### src/rtl/regfile_mp.sv
// Multi-port register file: two write ports (port 1 wins), N bypassed read ports, zero-fill FSM.
// Optional pending-destination scoreboard enabled by defining REGFILE_SCOREBOARD_EN.
module regfile_mp #(
  parameter int DATA_W   = 32,
  parameter int ADDR_W   = 5,
  parameter int NUM_RD   = 2,
  parameter int ZERO_REG = 1
) (
  input  logic                     clk,
  input  logic                     rst,
  input  logic                     clr,
  output logic                     ready,
  input  logic                     we0,
  input  logic [ADDR_W-1:0]        waddr0,
  input  logic [DATA_W-1:0]        wdata0,
  input  logic                     we1,
  input  logic [ADDR_W-1:0]        waddr1,
  input  logic [DATA_W-1:0]        wdata1,
  input  logic [NUM_RD-1:0]        rd_en,
  input  logic [NUM_RD*ADDR_W-1:0] rd_addr,
  output logic [NUM_RD*DATA_W-1:0] rd_data,
  input  logic                     iss_en,
  input  logic [ADDR_W-1:0]        iss_addr,
  output logic [NUM_RD-1:0]        busy
);

  localparam int DEPTH = 2**ADDR_W;

  typedef enum logic {INIT, RUN} state_t;

  state_t              state_q, state_d;
  logic [ADDR_W-1:0]   cnt_q, cnt_d;
  logic [DATA_W-1:0]   mem_q [DEPTH];
  logic                run, fill_wr, wr0, wr1;
  logic [ADDR_W-1:0]   addr_v;
  logic                hit0, hit1, zero_v;

  assign run   = (state_q == RUN);
  assign ready = run && !rst;

  always_comb begin
    state_d = state_q;
    cnt_d   = cnt_q;
    fill_wr = 1'b0;
    case (state_q)
      INIT: begin
        fill_wr = 1'b1;
        cnt_d   = cnt_q + ADDR_W'(1);
        if (cnt_q == ADDR_W'(DEPTH-1)) state_d = RUN;
      end
      RUN: begin
        if (clr) begin
          state_d = INIT;
          cnt_d   = '0;
        end
      end
      default: state_d = INIT;
    endcase
  end

  always_ff @(posedge clk) begin
    if (rst) begin
      state_q <= INIT;
      cnt_q   <= '0;
    end else begin
      state_q <= state_d;
      cnt_q   <= cnt_d;
    end
  end

  // Entry 0 is never written when hardwired, so the fill leaves it at zero for good.
  assign wr0 = run && !clr && we0 && !((ZERO_REG != 0) && (waddr0 == '0));
  assign wr1 = run && !clr && we1 && !((ZERO_REG != 0) && (waddr1 == '0));

  always_ff @(posedge clk) begin
    if (!rst) begin
      if (fill_wr) mem_q[cnt_q] <= '0;
      if (wr0)     mem_q[waddr0] <= wdata0;
      if (wr1)     mem_q[waddr1] <= wdata1;
    end
  end

`ifdef REGFILE_SCOREBOARD_EN
  logic [DEPTH-1:0] pend_q, pend_d;

  always_comb begin
    pend_d = pend_q;
    if (run && clr) begin
      pend_d = '0;
    end else if (run) begin
      if (wr0) pend_d[waddr0] = 1'b0;
      if (wr1) pend_d[waddr1] = 1'b0;
      // Issue applied after the write clears so a same-cycle set wins.
      if (iss_en && !((ZERO_REG != 0) && (iss_addr == '0))) pend_d[iss_addr] = 1'b1;
    end
  end

  always_ff @(posedge clk) begin
    if (rst) pend_q <= '0;
    else     pend_q <= pend_d;
  end
`else
  logic unused_iss;
  assign unused_iss = ^{iss_en, iss_addr};
`endif

  always_comb begin
    rd_data = '0;
    busy    = '0;
    addr_v  = '0;
    hit0    = 1'b0;
    hit1    = 1'b0;
    zero_v  = 1'b0;
    for (int i = 0; i < NUM_RD; i++) begin
      addr_v = rd_addr[i*ADDR_W +: ADDR_W];
      hit0   = we0 && (waddr0 == addr_v);
      hit1   = we1 && (waddr1 == addr_v);
      zero_v = (ZERO_REG != 0) && (addr_v == '0);
      if (ready && rd_en[i] && !zero_v) begin
        if (hit1)      rd_data[i*DATA_W +: DATA_W] = wdata1;
        else if (hit0) rd_data[i*DATA_W +: DATA_W] = wdata0;
        else           rd_data[i*DATA_W +: DATA_W] = mem_q[addr_v];
`ifdef REGFILE_SCOREBOARD_EN
        busy[i] = pend_q[addr_v] && !hit0 && !hit1;
`endif
      end
    end
  end

endmodule

### config.mk
export PLATFORM = sky130hd
export DESIGN_NAME = regfile_mp
export DESIGN_NICKNAME = d
export VERILOG_FILES = /design/src/rtl/regfile_mp.sv
export SDC_FILE = /design/constraint.sdc
export NUM_CORES = 2
export LEC_CHECK = 0
export CORE_ASPECT_RATIO = 1.25
export CORE_MARGIN = 5
export CORE_UTILIZATION = 32
export DETAILED_ROUTE_END_ITERATION = 10
export PLACE_DENSITY_LB_ADDON = 0.15
export SLEW_MARGIN = 40
export SYNTH_ARGS = -nofsm -noshare
export SYNTH_HDL_FRONTEND = slang
export SYNTH_SLANG_ARGS = --single-unit
### constraint.sdc
create_clock -name clk -period 6.6 [get_ports clk]
set_input_delay 1.65 -clock clk [delete_from_list [all_inputs] [get_ports clk]]
set_output_delay 1.65 -clock clk [all_outputs]
set_load 0.02 [all_outputs]
# Yosys cells after proc, flatten, opt, wreduce, memory -nomap -nowiden
# Memory sizes are Yosys's and may differ from the RTL's.
# Cells that the tools add are included.
# totals
out_inout_bits,67
wordCells,59
regBits,6
ram_bits,1024
memories,1
# classes
reduce_logical,25
add_sub_neg,1
n_bitwise,1
n_mux,23
eq_ne,6
# mem_list
name,depth,width,rd,rd_ports_with_merged_regs,wr,line,source
mem_q,32,32,2,0,2,33,logic [DATA_W-1:0] mem_q [DEPTH];
# ops
cell,count
$mux W32,7
$reduce_or A32 Y1,1
$eq A5 B5 Y1,4
$logic_not A5 Y1,4
$logic_and A1 B1 Y1,14
$mux W1,12
$mux W5,2
$pmux W5 S2,1
$logic_not A1 Y1,6
$add A5 B1 Y5 const B,1
$eq A5 B5 Y1 const B,1
$ne A2 B2 Y1 const B,1
$pmux W1 S2,1
$not A1 Y1,1

# Longest topological paths before layout
# depth
ltp_word,9
ltp_mapped,10

# Least setup slack after synthesis
# Ideal clock, no wire load.
# synth_timing
path_type,input to register
start,input waddr0[2]
end,"memory mem_q[5][0], enable pin"
n_path_buf,3
cell_stages,8
slack_ps,1437
required_time_ps,6167
arrival_time_ps,4731
cell_sequence,buf_2 or4_1 o21a_1 buf_2 buf_2 o21ai_1 nand2_1 o22ai_1
# synth_rtl
element,line,source
start: declaration,14,"input logic [ADDR_W-1:0] waddr0,"
end: declaration,33,

# Worst setup path in the final report
# layout_timing
start,input waddr1[3]
end,output rd_data[6]
# layout_between
elab_chain_cells,4
# layout_rtl
element,line,source
start: declaration,17,"input logic [ADDR_W-1:0] waddr1,"
$eq A5 B5 Y1,117,hit1 = we1 && (waddr1 == addr_v);
$logic_and A1 B1 Y1,117,
$mux W32,120,if (hit1) rd_data[i*DATA_W +: DATA_W] = wdata1;
$mux W32,119,if (ready && rd_en[i] && !zero_v) begin
end: declaration,21,"output logic [NUM_RD*DATA_W-1:0] rd_data,"
# No other way between the ends.

==> metrics.md <==
| Metric | Value |
|---|---|
| Final HPWL DP | `159000 µm` |
| MaxCap Viol Count | `0` |
| Hold WS | `543 ps` |
| Internal Power | `11.2 mW` |
| Number of fillers in the final layout | `18.4k` |
| Post-synth EDFFs | `1024` |
| Mapped Cells | `5378` |
| Clock latency on the worst-skew pair | `760 ps` |
| Clock buffer depth | `3` |
| Seq/Total Area, Yosys | `50.7%` |
| Final nets | `5355` |
| Wire per inst | `33.1 µm` |
| Worst setup SP type | `primary input` |
| Clk sinks | `1030` |
| First-pass GRT wire length | `360000 µm` |
| Vias in the first global route | `45.3k` |
| Inst Count DP | `7680` |
| Routed vias | `46.7k` |
| Worst slew pin tran | `896 ps` |
| Synth-to-layout area growth | `15.3%` |
| # rows | `179` |
| Unrepaired setup endpoints after global routing | `no` |
| Avg Cell Area, Syn | `11.3 µm²` |
| Max incr delay on CP | `800 ps` |
| P_sw | `3.63 mW` |
| Crit path max-delay family | `buffers and inverters` |
| First-iteration detailed-routing DRC count | `5320` |
| Slowest-stage cell, CP | `clkdlybuf4s50_1` |
| Top cell type by total area after synthesis | `edfxtp_1` |
| Worst Path Arrival | `4900 ps` |
| Non-filler cells, final | `7883` |
| Crit Path Category | `in -> out` |
| CTS resizes | `0` |
| Port bufs | `155` |
| Die W | `400 µm` |
| Clk slew on worst S/H paths | `60 ps` |
| Max-slew headroom | `40.2%` |
| Synthesized area | `60900 µm²` |
| PD cells | `211 nW/µm²` |
| Fmax | `0.153 GHz` |
| CP Max Fanout | `26` |
| HP Class | `reg -> reg` |
| Part of the power in registers | `48.4%` |
| CTS tree | `yes` |
| WP buf/inv | `3` |
| Antenna Violating Nets Remaining | `0` |
| Warnings, synthesis | `0` |
| Comb power frac | `8.5%` |
| Via density | `5.92` |
| Final Max Tran Viols | `0` |
| Die extent in y | `498 µm` |
| Num CTS Buffers | `108` |
| Lkg Pwr | `21.1 nW` |
| Clock Skews | `25.6 ps` |
| Clock power share | `43.1%` |
| # DRC | `0` |
| Setup bufs post-CTS | `0` |
| Hold_buf cts | `0` |
| DIE AREA | `199000 µm²` |
| Post-synth top area share | `50.5%` |
| FFs w/ async S/R, synth | `0%` |
| Most frequent cell after synthesis | `nand2_1` |
| Initial antenna violation count | `4` |
| Drt pass-1 iters | `5` |
| Post-synth top cells | `nand2_1 (1074), o21ai_0 (1025), edfxtp_1 (1024)` |
| Htree depth | `3` |
| GRT Residual Overflow | `0` |
| Layout cell share with drive strength beyond 1 | `19.5%` |
| Min cycle time layout | `6550 ps` |
| Library cells used by synthesis | `62` |
| Starting Density | `32.1%` |
| Routed WL | `261000 µm` |
| Largest net degree at the start of global routing | `80` |
| Synth area leaders | `edfxtp_1 (51%), mux4_2 (15%), o21ai_0 (8.4%)` |
| Final setup viols | `0` |
| Final design utilization | `37.0%` |
| Worst IR Drop VDD | `0.000226 V` |
| Clk root buf | `clkbuf_16` |
| Final hold vios | `0` |
| Total track usage | `25.6%` |
| Switching Fraction | `24.6%` |
| CORE AREA | `190000 µm²` |
| Setup TNS | `0 ps` |
| Flops & latches, synth | `1030` |
| GPL Wtd Cong | `0.831` |
| Final worst-path cycle share | `99.2%` |
| Top FF cell, synth | `edfxtp_1` |
| I/O pin count | `164` |
| Crit path capture type | `output port` |
| Crit path top cell by count | `clkdlybuf4s50_1` |
| Critical Path, Cell by Cell | `clkdlybuf4s50_1, xnor2_1, nand4_1, o21bai_4, buf_12, nor4bb_1, a211o_1, clkdlybuf4s50_1` |
| Critical Path RT | `4950 ps` |
| Status | `completed` |
==> power by group through the flow <==
stage          Combinational [mW]  Sequential (mW)  Clock (mW)
6_report                     1.25             7.15        6.38
5_1_grt                      1.30             7.15        6.73
3_5_place_dp                 1.25             7.29           0
4_1_cts                      1.25             7.15        6.49
3_3_place_gp                 1.24             7.29           0
2_1_floorplan               0.724             7.29           0
==> worst paths after layout <==
path,slack (ps),cells past startpoint,startpoint,to
worst max-delay path,50,8,waddr1[3],rd_data[6]
worst min-delay path,540,2,cnt_q[4],cnt_q[4]
worst max register to register,2590,7,run,mem_q[8][8]
worst min register to register,540,2,cnt_q[4],cnt_q[4]
==> per-layer routing <==
layer,GRT usage (%),part of all wire [%],up-vias
li1,-,-,20130
met1,32.6,39,23858
met2,43.7,49,2182
met3,3.56,7.1,514
met4,10.6,4.7,6
met5,0,0.017,-
==> flip-flops by register name (all words and copies together), names as in the netlist <==
signal  flops
run         1
cnt_q       5
mem_q    1024
==> metrics by stage <==
step                cell area (µm²)  power, mW  setup slack, ps
floorplan                     60900       8.01             1440
global route                  70200       15.2             83.1
global placement              66300       8.53              121
CTS                           70200       14.9              167
detailed placement            66600       8.54              192
finish                        70200       14.8             50.8
==> layout by cell type (no fill, tap or decap), types with 20 or more instances in the layout <==
cell type and n:
clkinv_1 20, o21ai_0 1025, a211oi_1 31, inv_1 35, buf_12 71, nor2_4 31
a311oi_1 32, mux4_2 416, clkbuf_16 108, a22oi_1 95, nor4bb_1 32, clkinv_2 27
nor3_1 34, mux2i_1 286, a21oi_1 68, o211ai_1 33, nand2_1 1046, clkdlybuf4s50_1 117
nand2_2 28, edfxtp_1 1024, o22ai_1 63, a211o_1 31, o22ai_4 28, buf_4 239
nand3_1 157, a32oi_1 32, nor2_1 41
==> logic make-up (layout without fill, tap and decap cells) <==
family	after synthesis	count (layout)	synth area share, %
buf+inv	726	694	5.34
compound gates	1465	1465	13.6
mux	706	706	20.2
other cells	1	4	0.00616
flops	1030	1030	50.7
xor+xnor	20	20	0.288
fa+ha+maj	2	2	0.0411
simple gates	1428	1428	9.85
==> area by class of cell <==
class	count	area, µm²	area share (%)
clock inverters	75	792	1.13
flip-flops and latches	1030	30900	44.0
well taps	2534	3170	4.52
repair buffers	458	4810	6.86
multi-input cells	3623	27600	39.4
inverters	35	131	0.187
diodes	2	5.00	0.00713
clock buffers	126	2770	3.95
==> worst min-delay path, stage by stage (launching register included) <==
cell and delay, ps:
dfxtp_1 340, nand3b_1 100, a21oi_1 60
No activity file was read; power rests on OpenSTA's default activity.
